## src/rtl/barrier_damage_arbiter_pkg.sv

```systemverilog
// Shared game constants for barrier damage handling: coordinate width,
// requester indices and the encoding of the damage issue FSM.
package barrier_damage_arbiter_pkg;

   localparam int GAME_COORD_W = 11;
   localparam int GAME_NUM_REQ = 4;

   // Requester slots: the player shot owns slot 0, alien shots follow.
   localparam int REQ_PLAYER = 0;
   localparam int REQ_ALIEN0 = 1;
   localparam int REQ_ALIEN1 = 2;
   localparam int REQ_ALIEN2 = 3;

   typedef enum logic [1:0] {
      ST_IDLE  = 2'd0,
      ST_ISSUE = 2'd1,
      ST_GAP   = 2'd2
   } issue_state_e;

endpackage

```

## src/rtl/barrier_damage_arbiter_damage_fifo.sv

```systemverilog
// Small synchronous FIFO holding queued damage events. Read data is the
// current head (show-ahead); flush clears pointers and occupancy.
module damage_fifo #(
   parameter int DEPTH = 4,
   parameter int W     = 22
) (
   input  logic                     clk,
   input  logic                     flush,
   input  logic                     push,
   input  logic                     pop,
   input  logic [W-1:0]             wdata,
   output logic [W-1:0]             rdata,
   output logic                     full,
   output logic                     empty,
   output logic [$clog2(DEPTH):0]   count
);

   localparam int AW    = $clog2(DEPTH);
   localparam int CNT_W = AW + 1;

   logic [W-1:0]  mem [DEPTH];
   logic [AW-1:0] wr_ptr;
   logic [AW-1:0] rd_ptr;
   logic          do_push;
   logic          do_pop;

   assign full    = (count == CNT_W'(DEPTH));
   assign empty   = (count == '0);
   assign do_push = push & ~full;
   assign do_pop  = pop & ~empty;
   assign rdata   = mem[rd_ptr];

   // Storage write; contents need no reset since count gates every read.
   always_ff @(posedge clk) begin
      if (do_push) mem[wr_ptr] <= wdata;
   end

   // Pointer and occupancy bookkeeping; pointers wrap naturally (power-of-two depth).
   always_ff @(posedge clk) begin
      if (flush) begin
         wr_ptr <= '0;
         rd_ptr <= '0;
         count  <= '0;
      end else begin
         if (do_push) wr_ptr <= wr_ptr + 1'b1;
         if (do_pop)  rd_ptr <= rd_ptr + 1'b1;
         case ({do_push, do_pop})
            2'b10:   count <= count + 1'b1;
            2'b01:   count <= count - 1'b1;
            default: count <= count;
         endcase
      end
   end

endmodule

```

## src/rtl/barrier_damage_arbiter.sv

```systemverilog
// Serialises barrier-hit requests from the projectile engines onto the
// barrier store's single damage port: round-robin accept into a FIFO, then
// one new_damage pulse per entry followed by a forced idle gap so each
// read-modify-write of barrier health finishes before the next.
//
// Handshake: req[i] is a level held with stable req_x/req_y until ack[i]
// pulses for one cycle; ack is registered, so it appears the cycle after
// the request was sampled and the entry was written into the FIFO. A
// requester whose ack is high is ignored that cycle so a held request is
// never taken twice. new_damage is a one-cycle pulse with damage_x/y valid
// alongside it; there is no back-pressure from the barrier store.
module barrier_damage_arbiter
   import barrier_damage_arbiter_pkg::*;
#(
   parameter int NUM_REQ    = GAME_NUM_REQ,
   parameter int FIFO_DEPTH = 4,
   parameter int DMG_GAP    = 2,
   parameter int COORD_W    = GAME_COORD_W
) (
   input  logic                          clk,
   input  logic                          rst,
   input  logic                          restart,
   input  logic [NUM_REQ-1:0]            req,
   input  logic [NUM_REQ*COORD_W-1:0]    req_x,
   input  logic [NUM_REQ*COORD_W-1:0]    req_y,
   output logic [NUM_REQ-1:0]            ack,
   output logic [COORD_W-1:0]            damage_x,
   output logic [COORD_W-1:0]            damage_y,
   output logic                          new_damage,
   output logic [$clog2(FIFO_DEPTH):0]   queue_count,
   output logic                          busy,
   output issue_state_e                  state_dbg
);

   localparam int RW = (NUM_REQ > 1) ? $clog2(NUM_REQ) : 1;

   logic                   flush;
   logic [NUM_REQ-1:0]     eligible;
   logic [RW-1:0]          rr_ptr;
   logic [RW-1:0]          winner;
   logic                   found;
   logic                   accept;
   logic [COORD_W-1:0]     push_x;
   logic [COORD_W-1:0]     push_y;
   logic [2*COORD_W-1:0]   head;
   logic                   fifo_full;
   logic                   fifo_empty;
   logic                   pop;
   logic [3:0]             gap_cnt;
   issue_state_e           state;

   // Game restart behaves exactly like reset on every piece of state.
   assign flush = rst | restart;

   // Round-robin search: first eligible requester at or above rr_ptr, wrapping.
   always_comb begin
      eligible = req & ~ack;
      found    = 1'b0;
      winner   = '0;
      push_x   = '0;
      push_y   = '0;
      for (int k = 0; k < NUM_REQ; k++) begin
         for (int i = 0; i < NUM_REQ; i++) begin
            if (!found && eligible[i] && (((int'(rr_ptr) + k) % NUM_REQ) == i)) begin
               found  = 1'b1;
               winner = RW'(i);
               push_x = req_x[i*COORD_W +: COORD_W];
               push_y = req_y[i*COORD_W +: COORD_W];
            end
         end
      end
   end

   // Full is judged on registered occupancy, so a same-cycle pop never frees a slot.
   assign accept = found & ~fifo_full;
   assign pop    = (state == ST_IDLE) & ~fifo_empty;

   damage_fifo #(
      .DEPTH (FIFO_DEPTH),
      .W     (2*COORD_W)
   ) u_fifo (
      .clk   (clk),
      .flush (flush),
      .push  (accept),
      .pop   (pop),
      .wdata ({push_x, push_y}),
      .rdata (head),
      .full  (fifo_full),
      .empty (fifo_empty),
      .count (queue_count)
   );

   // Registered ack pulse and round-robin pointer advance past the winner.
   always_ff @(posedge clk) begin
      if (flush) begin
         ack    <= '0;
         rr_ptr <= '0;
      end else begin
         ack <= accept ? (NUM_REQ'(1) << winner) : '0;
         if (accept) rr_ptr <= (winner == RW'(NUM_REQ-1)) ? '0 : winner + 1'b1;
      end
   end

   // Issue FSM: pop head in IDLE, pulse new_damage in ISSUE, hold off in GAP.
   always_ff @(posedge clk) begin
      if (flush) begin
         state      <= ST_IDLE;
         gap_cnt    <= '0;
         new_damage <= 1'b0;
         damage_x   <= '0;
         damage_y   <= '0;
      end else begin
         new_damage <= 1'b0;
         case (state)
            ST_IDLE: begin
               if (!fifo_empty) begin
                  {damage_x, damage_y} <= head;
                  new_damage           <= 1'b1;
                  state                <= ST_ISSUE;
               end
            end
            ST_ISSUE: begin
               if (DMG_GAP == 0) begin
                  state <= ST_IDLE;
               end else begin
                  gap_cnt <= 4'(DMG_GAP);
                  state   <= ST_GAP;
               end
            end
            ST_GAP: begin
               if (gap_cnt <= 4'd1) begin
                  gap_cnt <= '0;
                  state   <= ST_IDLE;
               end else begin
                  gap_cnt <= gap_cnt - 4'd1;
               end
            end
            default: state <= ST_IDLE;
         endcase
      end
   end

   assign busy      = ~fifo_empty | (state != ST_IDLE);
   assign state_dbg = state;

endmodule
```

## config.mk

```make
export PLATFORM = sky130hd
export DESIGN_NAME = barrier_damage_arbiter
export DESIGN_NICKNAME = d
export VERILOG_FILES = /design/src/rtl/barrier_damage_arbiter_pkg.sv /design/src/rtl/barrier_damage_arbiter_damage_fifo.sv /design/src/rtl/barrier_damage_arbiter.sv
export SDC_FILE = /design/constraint.sdc
export NUM_CORES = 1
export LEC_CHECK = 0
export CAP_MARGIN = 5
export CORE_MARGIN = 3
export CORE_UTILIZATION = 59
export CTS_CLUSTER_DIAMETER = 60
export CTS_CLUSTER_SIZE = 14
export DETAILED_ROUTE_END_ITERATION = 6
export DONT_BUFFER_PORTS = 1
export MAX_ROUTING_LAYER = met4
export PLACE_DENSITY = 0.81
export SETUP_SLACK_MARGIN = 0.15
export SLEW_MARGIN = 0
export SYNTH_ARGS = -nofsm -noshare
export SYNTH_HDL_FRONTEND = slang
export SYNTH_SLANG_ARGS = --single-unit
```

## constraint.sdc

```tcl
create_clock -name clk -period 3.56 [get_ports clk]
set_input_delay 0.712 -clock clk [delete_from_list [all_inputs] [get_ports clk]]
set_output_delay 0.712 -clock clk [all_outputs]
set_load 0.01 [all_outputs]
```

==> reports/qor.csv <==
metric,value,unit
Fin. Hold Viols,0,
Int Pwr,0.00309,W
"setup slack, reg-to-reg",0.56,ns
floorplan core area,12700,um^2
failing checks,design-rule violations,
GRT Total Usage,0.337,
n_diodes,0,
clk_skew,0.00943,ns
clock sink total,130,
share of cells above drive strength 1,0.138,
Highest Signal Layer,met4,
Hold Crit Depth,2,
Die H,120,um
DP Area,7780,um^2
CTS max path bufs,2,
Setup CP Type,register to register,
FF-to-FF path depth,6,
RSZ-0062 raised after global routing,no,
M1 WL,9.11,mm
peak supply drop,0.245,mV
multi-input logic area,3800,um^2
clock-pin slew on the worst setup and hold paths,0.06,ns
Final Cycle Share,0.842,
actual slew at the worst max-slew pin,1.11,ns
num ports,128,
min Tclk post-route,3.00,ns
largest net degree at the start of global routing,36,
setup TNS,0,ns
post-synthesis average cell area,10.4,um^2
Seq pwr share,0.441,
first-pass GRT wire length,36.1,mm
DP HPWL,16.0,mm
leading area contributor after synthesis,edfxtp_1,
Vias/cell,7.24,
WHS Endpoint,damage_x[7],
wire per inst,26.1,um
Most used DFF post-synth,edfxtp_1,
Tot Pwr,0.00427,W
clk_lat worst skew,0.41,ns
Pins Over Slew Limit,0,
cells after synthesis,735,
mapped cell area,7670,um^2
Fillers,944,
Sequential Area,3480,um^2
Critical path origin,ack[0],
CP endpoint kind,register,
pwr/cell area,513,nW/um^2
crit path launch type,register,
# setup viols final,0,
Ys Warns,0,
H-tree Lvls,4,
fmax,334,MHz
final WL,23.7,mm
Gate power share,0.204,
global route overflow,0,
Root Driver,clkbuf_16,
worst flop-to-flop path endpoint,u_fifo.mem[0][20],
P_sw,0.00118,W
total CTS buffers,17,
hold path startpoint,damage_x[7],
met3 routed WL,2.74,mm
fraction of registers with async set/reset,0,
initial antenna violation count,0,
Slew HR,0.257,
pre-CTS WS,0.629,ns
Crit Path Max Fanout,11,
post-cts sizing count,0,
ANT nets after route,0,
wire length on met2,11.1,mm
postcts setup bufs,0,
Post-CTS Hold Buffers,0,
routability cong.,0.963,
vias in the first global route,6535,
Pre-Repair DR Iteration Count,7,
nets@finish,831,
IO buf count,0,
most numerous cell in the Yosys netlist,nand2_1,
die width,120,um
status,finished with violations,
Layout Area Growth over Synthesis,8.28,%
top cell type's share of synthesized area,0.344,
Starting Density,0.606,
Commonest cells post-synth,"96 x nand2_1, 88 x edfxtp_1, 52 x a21oi_1",
post-route setup slack,0.564,ns
Sw Share,0.276,
Iter 0 DRT Violations,964,
die area,14400,um^2
critical path arrival,3.27,ns
FP Rows,41,
HP Class,register to register,
Clock Power Share,0.355,
routed via count,6581,
Post-Layout Inst Area,8310,um^2
Reg2Reg Launch Point,ack[0],
#FFs+latches synth,130,
count of cell types in the netlist,72,
Post-synth EDFFs,88,
Mapped Nets,842,
TritonCTS clock tree,done,
Area contributors post-synth,"edfxtp_1 34%, dfxtp_1 11%, mux4_2 6.5%",
Critical Path RT,3.83,ns
sequential element share of the synthesized area,0.454,
Residual DRC,11,
max cap viols,0,
LEAKAGE,2.77,nW
final core utilization,0.656,
## kinds of logic after synthesis
family                   share of synthesized area
AND/OR/NAND/NOR                              0.137
buffers and inverters                       0.0509
multiplexers                                0.0859
adder cells (fa/ha/maj)                     0.0205
AO/OA/AOI/OAI                                0.243
flip-flops                                   0.454
XOR/XNOR                                   0.00913
## layout make-up
class,instances,area share
Clock buffer,23,0.0565
Clock inverter,9,0.00693
Inverter,17,0.00768
Multi-Input combinational cell,529,0.458
Sequential cell,130,0.419
Tap cell,172,0.0259
Timing Repair Buffer,29,0.0262
## sequential cells by signal (all words and copies together) (netlist names)
signal,count
u_fifo.wr_ptr,2
u_fifo.mem,88
rr_ptr,2
state_dbg,2
u_fifo.rd_ptr,2
damage_x,11
damage_y,11
ack,4
gap_cnt,4
u_fifo.count,3
new_damage,1
## power by group through the flow
stage	Sequential, W	Clock, W	Combinational, W
floorplan	0.00188	0	0.000646
global placement	0.00189	0	0.000815
detailed placement	0.00191	0	0.000842
CTS	0.00188	0.00153	0.000852
global route	0.00189	0.00160	0.000936
finish	0.00188	0.00151	0.000870
## worst max-delay path by stage
stage | cells after the start | slack, ns | endpoint
after floorplan | 11 | 0.96 | u_fifo.count[2]
after global placement | 6 | 0.62 | u_fifo.mem[0][20]
after detailed placement | 6 | 0.63 | u_fifo.mem[0][20]
after CTS | 6 | 0.74 | u_fifo.mem[0][20]
after global routing | 6 | 0.55 | u_fifo.mem[1][20]
final | 6 | 0.56 | u_fifo.mem[0][20]
## per-layer routing
layer	global-route usage	vias up
met4	0.150	0
met5	-	-
li1	-	2866
met1	0.413	3134
met3	0.103	83
met2	0.518	498
## cells in the final DEF, fill, tap and decap left out, types with 4 or more instances in the layout
master	synthesis	final
o21ai_0	19	19
nand2_1	96	96
o22ai_1	9	9
and2_1	7	7
a22oi_1	23	23
a31oi_1	5	5
clkbuf_16	0	18
buf_4	5	29
a21oi_1	52	52
nand2b_1	8	8
o22a_1	4	4
a211o_1	6	6
mux2i_1	13	13
o311ai_0	4	4
nor3_1	20	20
nor2_1	44	44
nand3_1	19	19
o21a_1	5	5
a222oi_1	16	16
clkinv_2	0	4
or3_1	4	4
o221ai_1	19	19
o211ai_1	24	24
a22o_1	13	13
clkbuf_1	20	5
inv_1	15	15
a221oi_1	7	7
edfxtp_1	88	88
a211oi_1	4	4
mux4_2	22	22
o311ai_1	5	5
dfxtp_1	42	42
a21bo_1	7	7
ha_1	11	11
xnor2_1	5	5
o2bb2ai_1	5	5
## per-stage QoR
stage | hold slack (ns) | std cells
after floorplan | 0.469 | 735
after global placement | 0.487 | 877
after detailed placement | 0.498 | 877
after CTS | 0.507 | 909
after global routing | 0.529 | 909
final | 0.504 | 909
## worst max-delay path, stage by stage (launching register included)
cell       delay [ns]
dfxtp_1          0.51
nand2b_1         0.42
nand2_1          0.24
nor3_1           0.73
a2111oi_0        0.16
o21ai_0          0.55
buf_4            0.23
Power figures use the tool's default switching activity.
